**config.mk**
```make
export PLATFORM = sky130hd
export DESIGN_NAME = reg_wr_arbiter
export DESIGN_NICKNAME = d
export VERILOG_FILES = /design/src/rtl/reg_wr_arbiter.sv
export SDC_FILE = /design/constraint.sdc
export NUM_CORES = 1
export LEC_CHECK = 0
export ABC_AREA = 0
export CELL_PAD_IN_SITES_DETAIL_PLACEMENT = 1
export CELL_PAD_IN_SITES_GLOBAL_PLACEMENT = 1
export CORE_UTILIZATION = 31
export DETAILED_ROUTE_END_ITERATION = 10
export PLACE_DENSITY_LB_ADDON = 0.05
export SYNTH_ARGS = -nofsm -noshare
export SYNTH_HDL_FRONTEND = slang
export SYNTH_SLANG_ARGS = --single-unit
export TNS_END_PERCENT = 50
```
**constraint.sdc**
```tcl
create_clock -name clk -period 2.1 [get_ports clk]
set_input_delay 0.315 -clock clk [delete_from_list [all_inputs] [get_ports clk]]
set_output_delay 0.315 -clock clk [all_outputs]
set_load 0.005 [all_outputs]
```
**src/rtl/reg_wr_arbiter.sv**
```systemverilog
// Shares the single register-file write port between processor writeback
// and the APU, and scoreboards APU destinations for RAW/WAW hazards.
module reg_wr_arbiter #(
    parameter int data_width    = 32,
    parameter int reg_sel_width = 5,
    parameter int num_regs      = 32,
    parameter int starve_limit  = 4
) (
    input  logic                     clk,
    input  logic                     rst,
    input  logic                     proc_wr_req,
    input  logic [reg_sel_width-1:0] proc_wr_sel,
    input  logic [data_width-1:0]    proc_wr_data,
    output logic                     proc_wb_stall,
    input  logic                     apu_wr_req,
    input  logic [reg_sel_width-1:0] apu_wr_sel,
    input  logic [data_width-1:0]    apu_wr_data,
    output logic                     apu_ack,
    input  logic                     apu_issue,
    input  logic [reg_sel_width-1:0] apu_issue_sel,
    input  logic [reg_sel_width-1:0] proc_rs1_sel,
    input  logic [reg_sel_width-1:0] proc_rs2_sel,
    input  logic [reg_sel_width-1:0] proc_rd_sel,
    output logic                     hazard,
    output logic [num_regs-1:0]      pending,
    output logic                     rf_wr_req,
    output logic [reg_sel_width-1:0] rf_wr_sel,
    output logic [data_width-1:0]    rf_wr_data
);

    localparam int WCW = $clog2(starve_limit + 1);
    localparam logic [WCW-1:0] LIMIT = WCW'(starve_limit);
    localparam logic [WCW-1:0] ONE   = WCW'(1);

    typedef enum logic {IDLE, ACK} state_t;

    state_t                   state_q, state_d;
    logic [WCW-1:0]           wait_cnt_q, wait_cnt_d;
    logic [num_regs-1:0]      pending_q, pending_d;
    logic                     apu_ack_q, apu_ack_d;
    logic                     rf_wr_req_q, rf_wr_req_d;
    logic [reg_sel_width-1:0] rf_wr_sel_q, rf_wr_sel_d;
    logic [data_width-1:0]    rf_wr_data_q, rf_wr_data_d;

    logic idle, stall, grant_proc, grant_apu;

    always_comb begin
        idle       = (state_q == IDLE);
        stall      = apu_wr_req && (wait_cnt_q >= LIMIT) && idle;
        grant_proc = proc_wr_req && !stall;
        grant_apu  = idle && apu_wr_req && (stall || !proc_wr_req);
    end

    always_comb begin
        state_d      = grant_apu ? ACK : IDLE;
        apu_ack_d    = grant_apu;
        wait_cnt_d   = wait_cnt_q;
        rf_wr_req_d  = 1'b0;
        rf_wr_sel_d  = rf_wr_sel_q;
        rf_wr_data_d = rf_wr_data_q;
        pending_d    = pending_q;

        if (grant_apu) begin
            wait_cnt_d = '0;
        end else if (idle && grant_proc && apu_wr_req && wait_cnt_q < LIMIT) begin
            wait_cnt_d = wait_cnt_q + ONE;
        end

        // Register 0 is hardwired: the write is suppressed but still arbitrated.
        if (grant_proc) begin
            rf_wr_req_d  = (proc_wr_sel != '0);
            rf_wr_sel_d  = proc_wr_sel;
            rf_wr_data_d = proc_wr_data;
        end else if (grant_apu) begin
            rf_wr_req_d  = (apu_wr_sel != '0);
            rf_wr_sel_d  = apu_wr_sel;
            rf_wr_data_d = apu_wr_data;
        end

        // Clear before set so a same-edge issue to the same register wins.
        if (grant_apu) pending_d[apu_wr_sel] = 1'b0;
        if (apu_issue) pending_d[apu_issue_sel] = 1'b1;
        pending_d[0] = 1'b0;
    end

    always_ff @(posedge clk or negedge rst) begin
        if (!rst) begin
            state_q      <= IDLE;
            wait_cnt_q   <= '0;
            pending_q    <= '0;
            apu_ack_q    <= 1'b0;
            rf_wr_req_q  <= 1'b0;
            rf_wr_sel_q  <= '0;
            rf_wr_data_q <= '0;
        end else begin
            state_q      <= state_d;
            wait_cnt_q   <= wait_cnt_d;
            pending_q    <= pending_d;
            apu_ack_q    <= apu_ack_d;
            rf_wr_req_q  <= rf_wr_req_d;
            rf_wr_sel_q  <= rf_wr_sel_d;
            rf_wr_data_q <= rf_wr_data_d;
        end
    end

    assign proc_wb_stall = stall;
    assign apu_ack       = apu_ack_q;
    assign pending       = pending_q;
    assign rf_wr_req     = rf_wr_req_q;
    assign rf_wr_sel     = rf_wr_sel_q;
    assign rf_wr_data    = rf_wr_data_q;
    assign hazard        = pending_q[proc_rs1_sel] | pending_q[proc_rs2_sel]
                         | pending_q[proc_rd_sel];

endmodule

```
==> results.py <==
metrics = {
    "status": {
        "run_status": "finished with violations",
        "violated_checks": "negative setup slack",
    },
    "detailed_routing": {
        "firstDrtPassIters": 4,
        "post_drt_via_cell_ratio": 5.27,
        "final_wirelength_um": 15500,
        "wl_per_cell_um": 19.0,
        "route.antenna.remaining_nets": 0,
        "vias": 4300,
        "drt_iter0_drc": 186,
        "remaining_drc_errors": 0,
    },
    "yosys": {
        "post_synth.cell_area_avg_um2": 9.66,
        "synth-edff-count": 0,
        "syn-instance-count": 410,
        "yosys.cell_types.count": 42,
        "synth_seq_area_share_pct": 46.1,
        "async_s_r_ff_share_synth_pct": 100,
        "yosysWarningCount": 0,
        "synth.ff_latch_count": 73,
        "synth_largest_area_cell": "sky130_fd_sc_hd__dfrtp_1",
        "synth_area_leaders": "sky130_fd_sc_hd__dfrtp_1, sky130_fd_sc_hd__nor2_1, sky130_fd_sc_hd__o21ai_0, sky130_fd_sc_hd__mux4_2, sky130_fd_sc_hd__o22ai_1",
        "postSynthNetCount": 510,
        "yosysTopAreaCellShare_pct": 46.1,
        "synth-main-ff-cell": "sky130_fd_sc_hd__dfrtp_1",
        "synth.cell_area_um2": 3960,
    },
    "power": {
        "p_leak_nw": 2.71,
        "p_comb_share_pct": 35.3,
        "power.sequential.fraction_pct": 35.2,
        "report.power.total_mw": 5.43,
        "vdd_ir_drop_max_uv": 359,
        "switching_component_of_the_power_mw": 1.56,
        "pwr-share-clk_pct": 29.5,
        "cellInternalPower_mw": 3.87,
        "power_switching_share_pct": 28.7,
        "power_density_nw_per_um2": 810,
    },
    "setup_path": {
        "worst_r2r_startpoint": "wait_cnt_q[2]$_DFFE_PN0P_",
        "critical_path.cell_chain": "buf_6, mux4_2, mux2_4, o211ai_1, nand4_1, buf_2",
        "slowest_delay_ns": 0.45,
        "timing.critical_path.arrival_ns": 2.08,
        "timing.reg2reg.setup_slack_ns": 0.44,
        "timing.critical_path.from_type": "register",
        "slowest_stage": "sky130_fd_sc_hd__mux4_2",
        "crit_path_start": "pending[16]$_DFF_PN0_",
        "timing_worst_setup_path_type": "register to output port",
        "worst_ep_required_time_ns": 1.78,
        "reg_to_reg_endpoint": "pending[9]$_DFF_PN0_",
        "cp_max_fo": 4,
        "setup.worst_path.end_class": "output port",
        "crit_path_end": "hazard",
        "reg2reg_depth": 6,
    },
    "floorplan": {
        "start_util_pct": 32.4,
        "chipWidth_um": 115,
        "rows": 40,
        "core_area_um2": 12200,
        "die_area_um2": 13200,
        "ios": 172,
        "die_height_um": 115,
    },
    "clock_network": {
        "clk_pin_slew_ns": 0.06,
        "htree_levels": 3,
        "cts_num_sinks": 73,
        "clockRootBuffer": "sky130_fd_sc_hd__clkbuf_16",
        "clock_insertion_delay_worst_skew_ns": 0.34,
        "cts-buffers-inserted": 9,
        "tritoncts": "yes",
        "clock_path_buffers": 2,
    },
    "placement": {
        "detailed_place_hpwl_um": 11700,
        "detailed_place.area_um2": 6290,
        "dp.cells": 791,
        "gp_congestion": 0.854,
        "placement.io_buffers": 170,
    },
    "global_route": {
        "groute.layer.met2.usage_pct": 40.7,
        "antenna_found_initial": 0,
        "grt_max_degree": 38,
        "groute.usage.overall_pct": 24.5,
        "grt_pass1_wl_um": 24500,
        "first_global_vias": 4625,
        "gr-total-overflow": 0,
        "grtUsageMet1_pct": 30.8,
        "peak_usage_layer_in_the_global_routing_report": "met2",
        "globalRouteMet3Util_pct": 7.06,
    },
    "cells_and_area": {
        "antenna-diode-count": 0,
        "layout.cells.most_common": "sky130_fd_sc_hd__clkdlybuf4s50_1",
        "layout.cell_area.non_filler_um2": 6700,
        "commonest_cells_after_routing_fill_and_taps_aside": "sky130_fd_sc_hd__clkdlybuf4s50_1, sky130_fd_sc_hd__nor2_1, sky130_fd_sc_hd__dfrtp_1",
        "stdcell_count": 816,
        "area_growth_from_synthesis_to_layout_pct": 69.0,
        "filler_cell_count": 1438,
        "layout.nets": 743,
        "drive_above_1_share_pct": 20.1,
    },
    "timing": {
        "fin_crit_sh_pct": 114,
        "final.setup.tns_ns": -0.296,
        "achievable-frequency_mhz": 417,
        "slew_viol_final": 0,
        "setup-violations-final": 1,
        "setup_repair_after_global_routing_missed_its_margin": "yes",
        "final_hold_viol_count": 0,
        "fin_worst_skew_ns": 0.00580,
        "finalWorstSetupSlack_ns": -0.296,
        "min_period_ns": 2.40,
    },
    "worst_hold_path": {
        "worstHoldPathType": "input port to async pin",
    },
    "flow_run": {
        "cap_viol_max_count": 0,
    },
}
registers in the layout, summed over array words and instances, names as in the netlist:
| name | flops |
|---|---|
| apu_ack | 1 |
| wait_cnt_q | 3 |
| rf_wr_req | 1 |
| pending | 31 |
| rf_wr_data | 32 |
| rf_wr_sel | 5 |
power by group through the flow:
stage          Sequential, mW  Clock [mW]  Combinational, mW
6_report                 1.91        1.60               1.91
4_1_cts                  1.90        1.63               1.90
3_3_place_gp             1.91           0               1.79
5_1_grt                  1.94        1.69               2.07
3_5_place_dp             1.93           0               1.83
2_1_floorplan            1.87           0              0.600
worst min-delay path by stage:
stage               start                         end  depth (start not counted)
floorplan             rst           apu_ack$_DFF_PN0_                          0
detailed placement    rst  rf_wr_data[18]$_DFFE_PN0P_                          1
global route          rst   rf_wr_data[9]$_DFFE_PN0P_                          2
finish                rst   rf_wr_data[9]$_DFFE_PN0P_                          2
global placement      rst   rf_wr_data[9]$_DFFE_PN0P_                          1
CTS                   rst   rf_wr_data[9]$_DFFE_PN0P_                          2
synth_stat cells, types with 2 or more instances:
master / instances
sky130_fd_sc_hd__nand3b_1: 11
sky130_fd_sc_hd__dfrtp_1: 73
sky130_fd_sc_hd__inv_1: 2
sky130_fd_sc_hd__mux2i_1: 12
sky130_fd_sc_hd__mux4_2: 13
sky130_fd_sc_hd__o22ai_1: 38
sky130_fd_sc_hd__a21oi_1: 7
sky130_fd_sc_hd__a22o_1: 2
sky130_fd_sc_hd__nor3_1: 4
sky130_fd_sc_hd__nor4b_1: 2
sky130_fd_sc_hd__nand4_1: 2
sky130_fd_sc_hd__nand3_1: 8
sky130_fd_sc_hd__buf_6: 2
sky130_fd_sc_hd__buf_2: 10
sky130_fd_sc_hd__nand2_1: 9
sky130_fd_sc_hd__o211ai_1: 2
sky130_fd_sc_hd__a211oi_1: 3
sky130_fd_sc_hd__nand4b_1: 2
sky130_fd_sc_hd__nand2b_1: 9
sky130_fd_sc_hd__clkbuf_1: 11
sky130_fd_sc_hd__nor2_1: 86
sky130_fd_sc_hd__or3_1: 2
sky130_fd_sc_hd__or2_2: 4
sky130_fd_sc_hd__o21ai_0: 63
sky130_fd_sc_hd__mux2_2: 11
sky130_fd_sc_hd__or3b_2: 3
sky130_fd_sc_hd__nor2b_1: 4
cells by family after synthesis:
logic type	after synthesis	synth area share, %
AND/OR/NAND/NOR	150	18.2
other	1	0.0946
adder cells (fa/ha/maj)	1	0.316
buffers and inverters	26	3.25
AO/OA/AOI/OAI	122	17.9
flip-flops	73	46.1
multiplexers	37	14.2
worst max-delay path, delay by kind of cell (launching register included):
family	cells	cell delay [ns]
mux	2	0.73
simple gates	1	0.12
flops	1	0.40
buf+inv	2	0.29
compound gates	1	0.20
what timing repair did:
item,4_1_cts,5_1_grt
gates resized for setup,21,5
buffers inserted,7,1
hold buffers,1,0
setup endpoints to repair,1,2
endpoints found under the hold margin,34,0
pin swaps,5,5
area by class of cell:
| cell class | count | area [um^2] | share of cell area [%] |
|---|---|---|---|
| Clock inverter | 2 | 35.0 | 0.523 |
| Inverter | 2 | 7.51 | 0.112 |
| Tap cell | 168 | 210 | 3.14 |
| Multi-Input combinational cell | 311 | 2030 | 30.3 |
| Clock buffer | 14 | 274 | 4.09 |
| Sequential cell | 73 | 1830 | 27.3 |
| Timing Repair Buffer | 246 | 2310 | 34.5 |
metrics by stage:
step / setup slack [ns] / hold slack [ns] / util, %
after floorplan: 0.286 / 0.0194 / -
after global placement: -0.747 / 0.303 / 51.5
after detailed placement: -0.835 / 0.309 / 51.5
after CTS: -0.302 / 0.488 / 54.7
after global routing: -0.352 / 0.530 / 54.8
final: -0.296 / 0.483 / 54.8
metal layers:
layer / up-vias / part of all wire, %
met5: - / 0
met4: 0 / 2.0
met3: 20 / 7.3
met2: 161 / 48
met1: 2139 / 43
li1: 1980 / -
Power figures use the tool's default switching activity.
